<file path="src/rtl/seven_segment_mux_ctrl_if.sv">
// Application-side bundle for seven_segment_mux_ctrl: display data and load strobe in,
// board pin drives and status out.
interface seven_segment_mux_ctrl_if #(
  parameter int NUM_DIGITS = 8
);
  logic [4*NUM_DIGITS-1:0] dataIn;
  logic [NUM_DIGITS-1:0]   digitDisplay;
  logic [NUM_DIGITS-1:0]   digitPoint;
  logic [3:0]              brightness;
  logic                    data_load;
  logic [NUM_DIGITS-1:0]   anode;
  logic [7:0]              segment;
  logic                    frame_start;
  logic                    update_pending;

  modport master (
    output dataIn, digitDisplay, digitPoint, brightness, data_load,
    input  anode, segment, frame_start, update_pending
  );

  modport slave (
    input  dataIn, digitDisplay, digitPoint, brightness, data_load,
    output anode, segment, frame_start, update_pending
  );
endinterface

</file>
<file path="src/rtl/seven_segment_mux_ctrl.sv">
// N-digit multiplexed seven-segment controller with per-slot blanking and frame-synchronous
// double-buffered data. Define SSD_BRIGHTNESS_EN to add 4-bit PWM brightness gating.
module seven_segment_mux_ctrl #(
  parameter int NUM_DIGITS   = 8,
  parameter int SLOT_CYCLES  = 100000,
  parameter int BLANK_CYCLES = 1000
) (
  input logic clk,
  input logic reset_n,
  seven_segment_mux_ctrl_if.slave bus
);

  localparam int CNT_W  = $clog2(SLOT_CYCLES);
  localparam int IDX_W  = (NUM_DIGITS > 1) ? $clog2(NUM_DIGITS) : 1;
  localparam int DATA_W = 4 * NUM_DIGITS;

  typedef enum logic {S_BLANK, S_DRIVE} state_t;

  state_t                  state;
  logic [CNT_W-1:0]        slot_cnt;
  logic [IDX_W-1:0]        digit_idx;
  logic                    slot_last, digit_last, boundary;
  logic [DATA_W-1:0]       act_data, pend_data;
  logic [NUM_DIGITS-1:0]   act_disp, act_dp, pend_disp, pend_dp;
  logic                    update_pending_r, frame_start_r;
  logic [NUM_DIGITS-1:0]   anode_r, drive_anode;
  logic [7:0]              segment_r;
  logic [3:0]              nibble;
  logic                    gate;

  function automatic logic [6:0] hex_to_seg(input logic [3:0] h);
    case (h)
      4'h0: hex_to_seg = 7'b1000000;
      4'h1: hex_to_seg = 7'b1111001;
      4'h2: hex_to_seg = 7'b0100100;
      4'h3: hex_to_seg = 7'b0110000;
      4'h4: hex_to_seg = 7'b0011001;
      4'h5: hex_to_seg = 7'b0010010;
      4'h6: hex_to_seg = 7'b0000010;
      4'h7: hex_to_seg = 7'b1111000;
      4'h8: hex_to_seg = 7'b0000000;
      4'h9: hex_to_seg = 7'b0010000;
      4'hA: hex_to_seg = 7'b0001000;
      4'hB: hex_to_seg = 7'b0000011;
      4'hC: hex_to_seg = 7'b1000110;
      4'hD: hex_to_seg = 7'b0100001;
      4'hE: hex_to_seg = 7'b0000110;
      default: hex_to_seg = 7'b0001110;
    endcase
  endfunction

  assign slot_last  = (slot_cnt == CNT_W'(SLOT_CYCLES - 1));
  assign digit_last = (digit_idx == IDX_W'(NUM_DIGITS - 1));
  assign boundary   = (slot_cnt == '0) && (digit_idx == '0);
  assign nibble     = act_data[{digit_idx, 2'b00} +: 4];

`ifdef SSD_BRIGHTNESS_EN
  logic [3:0] pwm_cnt, act_bright;
  assign gate = (act_bright == 4'hF) || (pwm_cnt < act_bright);
`else
  logic unused_brightness;
  assign unused_brightness = ^bus.brightness;
  assign gate = 1'b1;
`endif

  always_comb begin
    drive_anode = '1;
    if (act_disp[digit_idx] && gate) drive_anode[digit_idx] = 1'b0;
  end

  // Slot sequencing and registered pin drive
  always_ff @(posedge clk or negedge reset_n) begin
    if (!reset_n) begin
      state         <= S_BLANK;
      slot_cnt      <= '0;
      digit_idx     <= '0;
      frame_start_r <= 1'b0;
      anode_r       <= '1;
      segment_r     <= 8'hFF;
`ifdef SSD_BRIGHTNESS_EN
      pwm_cnt       <= 4'd0;
`endif
    end else begin
      frame_start_r <= boundary;
      if (slot_last) begin
        slot_cnt  <= '0;
        digit_idx <= digit_last ? '0 : digit_idx + IDX_W'(1);
        state     <= S_BLANK;
      end else begin
        slot_cnt <= slot_cnt + CNT_W'(1);
        if (slot_cnt == CNT_W'(BLANK_CYCLES - 1)) state <= S_DRIVE;
      end
`ifdef SSD_BRIGHTNESS_EN
      pwm_cnt <= (state == S_DRIVE) ? pwm_cnt + 4'd1 : 4'd0;
`endif
      if (state == S_DRIVE) begin
        anode_r   <= drive_anode;
        segment_r <= {~act_dp[digit_idx], hex_to_seg(nibble)};
      end else begin
        anode_r   <= '1;
        segment_r <= 8'hFF;
      end
    end
  end

  // A load landing on the boundary cycle bypasses pending and goes live this frame
  always_ff @(posedge clk or negedge reset_n) begin
    if (!reset_n) begin
      act_data         <= '0;
      act_disp         <= '0;
      act_dp           <= '0;
      pend_data        <= '0;
      pend_disp        <= '0;
      pend_dp          <= '0;
      update_pending_r <= 1'b0;
`ifdef SSD_BRIGHTNESS_EN
      act_bright       <= 4'hF;
`endif
    end else if (boundary) begin
      if (bus.data_load) begin
        act_data <= bus.dataIn;
        act_disp <= bus.digitDisplay;
        act_dp   <= bus.digitPoint;
      end else if (update_pending_r) begin
        act_data <= pend_data;
        act_disp <= pend_disp;
        act_dp   <= pend_dp;
      end
      update_pending_r <= 1'b0;
`ifdef SSD_BRIGHTNESS_EN
      act_bright <= bus.brightness;
`endif
    end else if (bus.data_load) begin
      pend_data        <= bus.dataIn;
      pend_disp        <= bus.digitDisplay;
      pend_dp          <= bus.digitPoint;
      update_pending_r <= 1'b1;
    end
  end

  assign bus.anode          = anode_r;
  assign bus.segment        = segment_r;
  assign bus.frame_start    = frame_start_r;
  assign bus.update_pending = update_pending_r;

endmodule
</file>
<file path="src/flat_wrapper.sv">
// flat-port wrapper written by rule: the top's interface ports become plain ports
module seven_segment_mux_ctrl_flat 
#(
  parameter int NUM_DIGITS   = 8,
  parameter int SLOT_CYCLES  = 100000,
  parameter int BLANK_CYCLES = 1000
)
  (clk, reset_n, bus_dataIn, bus_digitDisplay, bus_digitPoint, bus_brightness, bus_data_load, bus_anode, bus_segment, bus_frame_start, bus_update_pending);
  seven_segment_mux_ctrl_if #(.NUM_DIGITS(NUM_DIGITS)) bus_i ();
  input logic clk;
  input logic reset_n;
  input wire logic [$bits(bus_i.dataIn)-1:0] bus_dataIn;
  input wire logic [$bits(bus_i.digitDisplay)-1:0] bus_digitDisplay;
  input wire logic [$bits(bus_i.digitPoint)-1:0] bus_digitPoint;
  input wire logic [$bits(bus_i.brightness)-1:0] bus_brightness;
  input wire logic [$bits(bus_i.data_load)-1:0] bus_data_load;
  output wire logic [$bits(bus_i.anode)-1:0] bus_anode;
  output wire logic [$bits(bus_i.segment)-1:0] bus_segment;
  output wire logic [$bits(bus_i.frame_start)-1:0] bus_frame_start;
  output wire logic [$bits(bus_i.update_pending)-1:0] bus_update_pending;
  assign bus_i.dataIn = bus_dataIn;
  assign bus_i.digitDisplay = bus_digitDisplay;
  assign bus_i.digitPoint = bus_digitPoint;
  assign bus_i.brightness = bus_brightness;
  assign bus_i.data_load = bus_data_load;
  assign bus_anode = bus_i.anode;
  assign bus_segment = bus_i.segment;
  assign bus_frame_start = bus_i.frame_start;
  assign bus_update_pending = bus_i.update_pending;
  seven_segment_mux_ctrl #(.NUM_DIGITS(NUM_DIGITS), .SLOT_CYCLES(SLOT_CYCLES), .BLANK_CYCLES(BLANK_CYCLES)) u_core (.clk(clk), .reset_n(reset_n), .bus(bus_i));
endmodule
</file>
<file path="config.mk">
export PLATFORM = sky130hd
export DESIGN_NAME = seven_segment_mux_ctrl_flat
export DESIGN_NICKNAME = d
export VERILOG_FILES = /design/src/rtl/seven_segment_mux_ctrl_if.sv /design/src/rtl/seven_segment_mux_ctrl.sv /design/src/flat_wrapper.sv
export SDC_FILE = /design/constraint.sdc
export NUM_CORES = 1
export LEC_CHECK = 0
export ABC_AREA = 1
export BUFFER_PORTS_ARGS = -buffer_cell sky130_fd_sc_hd__buf_4
export CORE_ASPECT_RATIO = 2
export CORE_UTILIZATION = 59
export CTS_CLUSTER_DIAMETER = 40
export CTS_CLUSTER_SIZE = 14
export DETAILED_ROUTE_END_ITERATION = 7
export HOLD_SLACK_MARGIN = 0.15
export PLACE_DENSITY = 0.8
export RECOVER_POWER = 50
export SETUP_SLACK_MARGIN = 0.4
export SLEW_MARGIN = 20
export SYNTH_ARGS = -nofsm -noshare
export SYNTH_HDL_FRONTEND = slang
export SYNTH_SLANG_ARGS = --single-unit
</file>
<file path="constraint.sdc">
create_clock -name clk -period 2.3 [get_ports clk]
set_input_delay 0.46 -clock clk [delete_from_list [all_inputs] [get_ports clk]]
set_output_delay 0.46 -clock clk [all_outputs]
set_load 0.05 [all_outputs]
</file>
* After elaboration in Yosys (flattened, before gate mapping)
Memories as Yosys holds them, arrays and structs flattened.
Cells that the tools add are included.
** Cells by class
- Add/sub/neg operators :: 2
- Multiply operators :: 0
- Divide/modulo/power cells :: 0
- Magnitude comparators :: 2
- Equal/unequal tests :: 3
- Shift operators :: 1
- Mux-type cells :: 21
- Bitwise gates (word level) :: 3
- Reductions and logical operators :: 9
** Operator list (number)
- $mux 32 :: 2
- $mux 8 :: 7
- $shiftx 32x6->4 :: 1
- $add 17x1->17 const B :: 1
- $eq 17x10->1 const B :: 1
- $eq 17x17->1 const B :: 1
- $logic_not 17->1 :: 1
- $mux 17 :: 1
- $not 8->8 :: 1
- $mux 1 :: 7
- $bmux 1 s3 :: 2
- $reduce_bool 2->1 :: 3
- $lt 3x4->1 const B :: 1
- $reduce_and 2->1 :: 2
- $add 3x1->3 const B :: 1
- $demux 1 s3 :: 1
- $eq 3x3->1 const B :: 1
- $ge 3x1->1 const B :: 1
- $logic_not 3->1 :: 1
- $mux 3 :: 1
- $logic_and 1x1->1 :: 2
- $not 1->1 :: 2
** Word-level totals
- Flip-flop bits (word level) :: 135
- Latch bits :: 0
- Bits in writable memories :: 0
- Bits in read-only memories :: 112
- Input port bits :: 55
- Output and inout bits :: 18
- Word-level logic and storage cells :: 55
- Memories kept :: 1
** Memory list
- (name not given) :: depth 16, width 7, read ports 1, clocked after memory_dff 0, wr ports 0, line seven_segment_mux_ctrl.sv:32 : case (h)

* Longest topological paths before layout
- Depth in word-level cells :: 7
- Gate-level depth with buffers :: 12
- Depth with buffers taken out :: 11

* Worst setup path before layout
No wires, ideal clock.
- Path type :: flip-flop to flip-flop
- From :: register u_core.digit_idx[0]
- To :: register u_core.segment_r[5] (netlist: u_core.bus.segment[5])
- Library setup time :: 0.076 ns
- Data arrival time :: 1.789 ns
- Data required time :: 2.224 ns
- Path slack :: 0.436 ns
- Cell stages (with the launch flop) :: 13
- Path buffers :: 1
- Clock period less this slack :: 1.864 ns
- Path through :: dfrtp_1 > inv_2 > buf_2 > nand2_1 > nand3_1 > nand2_1 > nor2_1 > inv_1 > ha_1 > o21ai_0 > o21ai_0 > nand2_1 > nand2_1
** Between the ends
- Word-level cells in the longest chain between the ends :: 3
** Ends and longest elaborated chain
- start, declared :: line seven_segment_mux_ctrl.sv:21 : logic [IDX_W-1:0] digit_idx;
- start signal, assigned :: line seven_segment_mux_ctrl.sv:87 : digit_idx <= digit_last ? '0 : digit_idx + IDX_W'(1);
- $shiftx 32x6->4 :: line seven_segment_mux_ctrl.sv:55 : assign nibble = act_data[{digit_idx, 2'b00} +: 4];
- $mem_v2 16x7
- $mux 8 :: line seven_segment_mux_ctrl.sv:96 : if (state == S_DRIVE) begin
- end signal, assigned :: line seven_segment_mux_ctrl.sv:98 : segment_r <= {~act_dp[digit_idx], hex_to_seg(nibble)};
- end, declared :: line seven_segment_mux_ctrl.sv:27 : logic [7:0] segment_r;
No other way between the ends.
A chain may end at the register's enable or synchronous reset.

* Worst setup path after layout
- From :: register u_core.digit_idx[2]
- To :: register u_core.segment_r[3] (netlist: u_core.bus.segment[3])
The elaborated chain is that of the path after synthesis.

==> results.yml <==
synthesis:
  synth_top_cells_by_count: "sky130_fd_sc_hd__nand2_1 (246), sky130_fd_sc_hd__dfrtp_1 (119), sky130_fd_sc_hd__nand3_1 (88)"
  synth-adder-area-share_pct: 2.02
  yosys.area.top_type: "sky130_fd_sc_hd__dfrtp_1"
  most_used_standard_cell_by_instance_count_after_synthesis: "sky130_fd_sc_hd__nand2_1"
  synth.avg_cell_area_um2: 8.66
  synthCells: 788
  synth_cell_type_count: 33
  netlist_top_cells_area: "sky130_fd_sc_hd__dfrtp_1 (44%), sky130_fd_sc_hd__nand2_1 (14%), sky130_fd_sc_hd__mux2_2 (7.8%)"
  synth.area.mux_share_pct: 7.75
  syn-cell-area_mm2: 0.00683
  synth.yosys.warnings: 0
  synth_top_family_by_area: "simple AND/OR/NAND/NOR gates"
  synthSimpleGateAreaFrac_pct: 24.7
  post_synth_xor_area_fraction_pct: 1.03
  synth.ff_latch_count: 135
  post_synthesis_compound_gate_area_fraction_pct: 7.46
  synth_top_area_share_pct: 43.6
  async_reset_ff_share_pct: 100
  synth_top_flop_cell: "sky130_fd_sc_hd__dfrtp_1"
  yosysSeqAreaShare_pct: 49.8
  synth_edf_count: 0
  syn-num-nets: 854
setup_path:
  critical_path_arrival_ns: 2.20
  required_ns: 2.64
  critical_path.max_fanout: 6
  category_of_the_worst_setup_path_launch_point: "flip-flop"
  timing.critical_path.to_type: "flip-flop"
  crit_type: "flip-flop to flip-flop"
clock_tree:
  cts.clk_slew.worst_paths_ns: 0.06
  numCtsBuffers: 17
  clkSinkCount: 135
  cts.root.buffer_cell: "sky130_fd_sc_hd__clkbuf_16"
  clock_tree_from_tritoncts: "yes"
  clk_path_buf_depth: 2
  worst_skew_pair.late_latency_ns: 0.41
  htreeDepth: 4
floorplanning:
  initial_utilization_pct: 60.5
  core.rowCount: 55
  core_mm2: 0.0113
  ios: 73
  die_w_um: 78.1
  dieHeight_um: 154
  floorplan.die_area_mm2: 0.0120
power:
  ir_drop_mv: 0.665
  total_power_mw: 5.90
  power_density_mw_per_mm2: 716
  p_leak_nw: 4.14
cells_and_area:
  post_layout_nonfiller_instances: 1015
  multi_input_area_mm2: 0.00300
  post_route_cells_drive_above_1_share_pct: 26.0
  design.final.nets: 926
  post_synthesis_to_final_layout_area_growth_pct: 20.7
  antenna_cells_inserted: 0
  fillCellCount: 826
  seqCellArea_mm2: 0.00340
global_routing:
  grt_util_all_layers_pct: 29.4
  grt_max_degree: 69
  first_pass_grt_wire_length_um: 27400
  met3_usage_pct: 5.16
  globalRoute.totalOverflow: 0
  met1_usage_pct: 32.8
  grt.busiest_layer: "met2"
  grt_pass1_vias: 5746
  global_route.usage.met2_pct: 54.4
  number_of_antenna_violations_at_the_first_check_in_global_routing: 0
sta:
  slew_violations: 0
  setup_violations: 0
  worst_clock_skew_ns: 0.00989
  layout_min_cycle_time_ns: 1.86
  post-route-period-util_pct: 80.8
  finalHoldViolations: 0
  worst_slack_ns: 0.441
  worst_pin_slew_ns: 1.01
  slew-limit-headroom_pct: 32.5
  rsz0062_at_grt: "no"
  clock.fmax_mhz: 538
  timing.setup.tns_ns: 0
worst_hold_path:
  holdCritPathClass: "input port to flip-flop"
placed_design:
  dp_worst_setup_slack_ns: 0.276
  place_inst: 975
  io_buffer_count: 68
  detailed_place_hpwl_um: 11100
  place_congestion: 0.839
detailed_routing:
  detail_route.iter0.violations: 312
  vias: 5584
  drt_total_wl_um: 16300
  routed_via_density: 5.50
  wire_per_inst_um: 16.1
  drt_drc_violations_left: 0
  antenna_left: 0
  drt-pass1-iter-count: 5
job:
  drv.max_cap_violation_count: 0
outcome:
  run_status: "completed"
[where the power goes]
| part | internal (mW) | switching (mW) |
|---|---|---|
| Sequential | 2.51 | 0.0644 |
| Clock | 1.80 | 0.979 |
| Combinational | 0.249 | 0.296 |
[routing by layer]
layer	part of all wire [%]	wire, um
met1	38	6140
met2	57	9380
met3	3.1	509
met5	0	0
met4	1.9	310
[cells by family (layout without fill, tap and decap cells)]
family | count (synthesis) | in the layout
AOI/OAI and AO/OA | 82 | 82
muxes | 47 | 47
adders and majority gates | 11 | 11
DFF | 135 | 135
and+or+nand+nor | 395 | 395
xor gates and xnor gates | 8 | 8
buffers and inverters | 110 | 195
[timing repair]
item	4_1_cts	5_1_grt
hold endpoints to repair	33	0
buffers inserted	1	5
setup endpoints to repair	76	70
resized for setup	6	32
gates cloned	0	1
pin swaps	1	2
hold buffers	1	0
[through the flow]
stage	util (%)	area (um2)	hold slack [ns]
after floorplan	-	6830	0.164
after CTS	72.0	8130	0.277
after detailed placement	66.3	7480	0.459
after global routing	73.0	8240	0.282
final	73.0	8240	0.292
after global placement	66.3	7480	0.445
[layout by cell type (no fill, tap or decap), types with 6 or more instances in the layout]
cell                        netlist  final
sky130_fd_sc_hd__a21oi_1          9      9
sky130_fd_sc_hd__buf_12           0      8
sky130_fd_sc_hd__buf_4            2     79
sky130_fd_sc_hd__clkbuf_1        12      8
sky130_fd_sc_hd__clkbuf_16        0     17
sky130_fd_sc_hd__dfrtp_1        119    118
sky130_fd_sc_hd__dfstp_2         16     16
sky130_fd_sc_hd__ha_1            11     10
sky130_fd_sc_hd__inv_1           68     66
sky130_fd_sc_hd__mux2_2          47     47
sky130_fd_sc_hd__nand2_1        246    241
sky130_fd_sc_hd__nand3_1         88     87
sky130_fd_sc_hd__nand4_1         11     11
sky130_fd_sc_hd__nor2_1          31     28
sky130_fd_sc_hd__nor2_2           7      6
sky130_fd_sc_hd__nor3_1           6      6
sky130_fd_sc_hd__o21ai_0         42     38
sky130_fd_sc_hd__o21ai_2         20     21
sky130_fd_sc_hd__xor2_1           6      6
[registers in the layout (all words and copies together) (netlist names)]
name	count
u_core.pend_dp	8
u_core.state	1
u_core.pend_disp	8
u_core.bus.anode	8
u_core.digit_idx	3
u_core.act_disp	8
u_core.pend_data	32
u_core.slot_cnt	17
u_core.bus.frame_start	1
u_core.act_dp	8
u_core.bus.segment	8
u_core.bus.update_pending	1
u_core.act_data	32
[critical path, cell delays in order, from the launching register on]
cell and delay, ns:
sky130_fd_sc_hd__dfrtp_1 0.54, sky130_fd_sc_hd__inv_2 0.11, sky130_fd_sc_hd__nor2_4 0.18, sky130_fd_sc_hd__nand3_1 0.11, sky130_fd_sc_hd__nand2_2 0.11, sky130_fd_sc_hd__nor2_4 0.05, sky130_fd_sc_hd__buf_4 0.16, sky130_fd_sc_hd__ha_1 0.32
sky130_fd_sc_hd__nand2_1 0.08, sky130_fd_sc_hd__nand3_1 0.07, sky130_fd_sc_hd__nand3_1 0.08
[area by class of cell]
cell class | count | area share, %
clock inverters | 7 | 1.46
clock buffers | 25 | 5.89
inverters | 70 | 3.28
flip-flops and latches | 135 | 41.3
multi-input cells | 543 | 36.4
repair buffers | 93 | 9.52
well taps | 142 | 2.16
[worst paths after layout]
path,startpoint,endpoint,slack [ns],depth (start not counted)
max,u_core.digit_idx[2],u_core.bus.segment[3],0.44,10
min reg2reg,u_core.pend_data[1],u_core.pend_data[1],0.47,2
min,bus_digitDisplay[0],u_core.pend_disp[0],0.29,3
max reg2reg,u_core.digit_idx[2],u_core.bus.segment[3],0.44,10
max in group asynchronous,reset_n,u_core.slot_cnt[15],0.50,3
min in group asynchronous,reset_n,u_core.pend_data[10],0.76,2
Power figures use the tool's default switching activity.
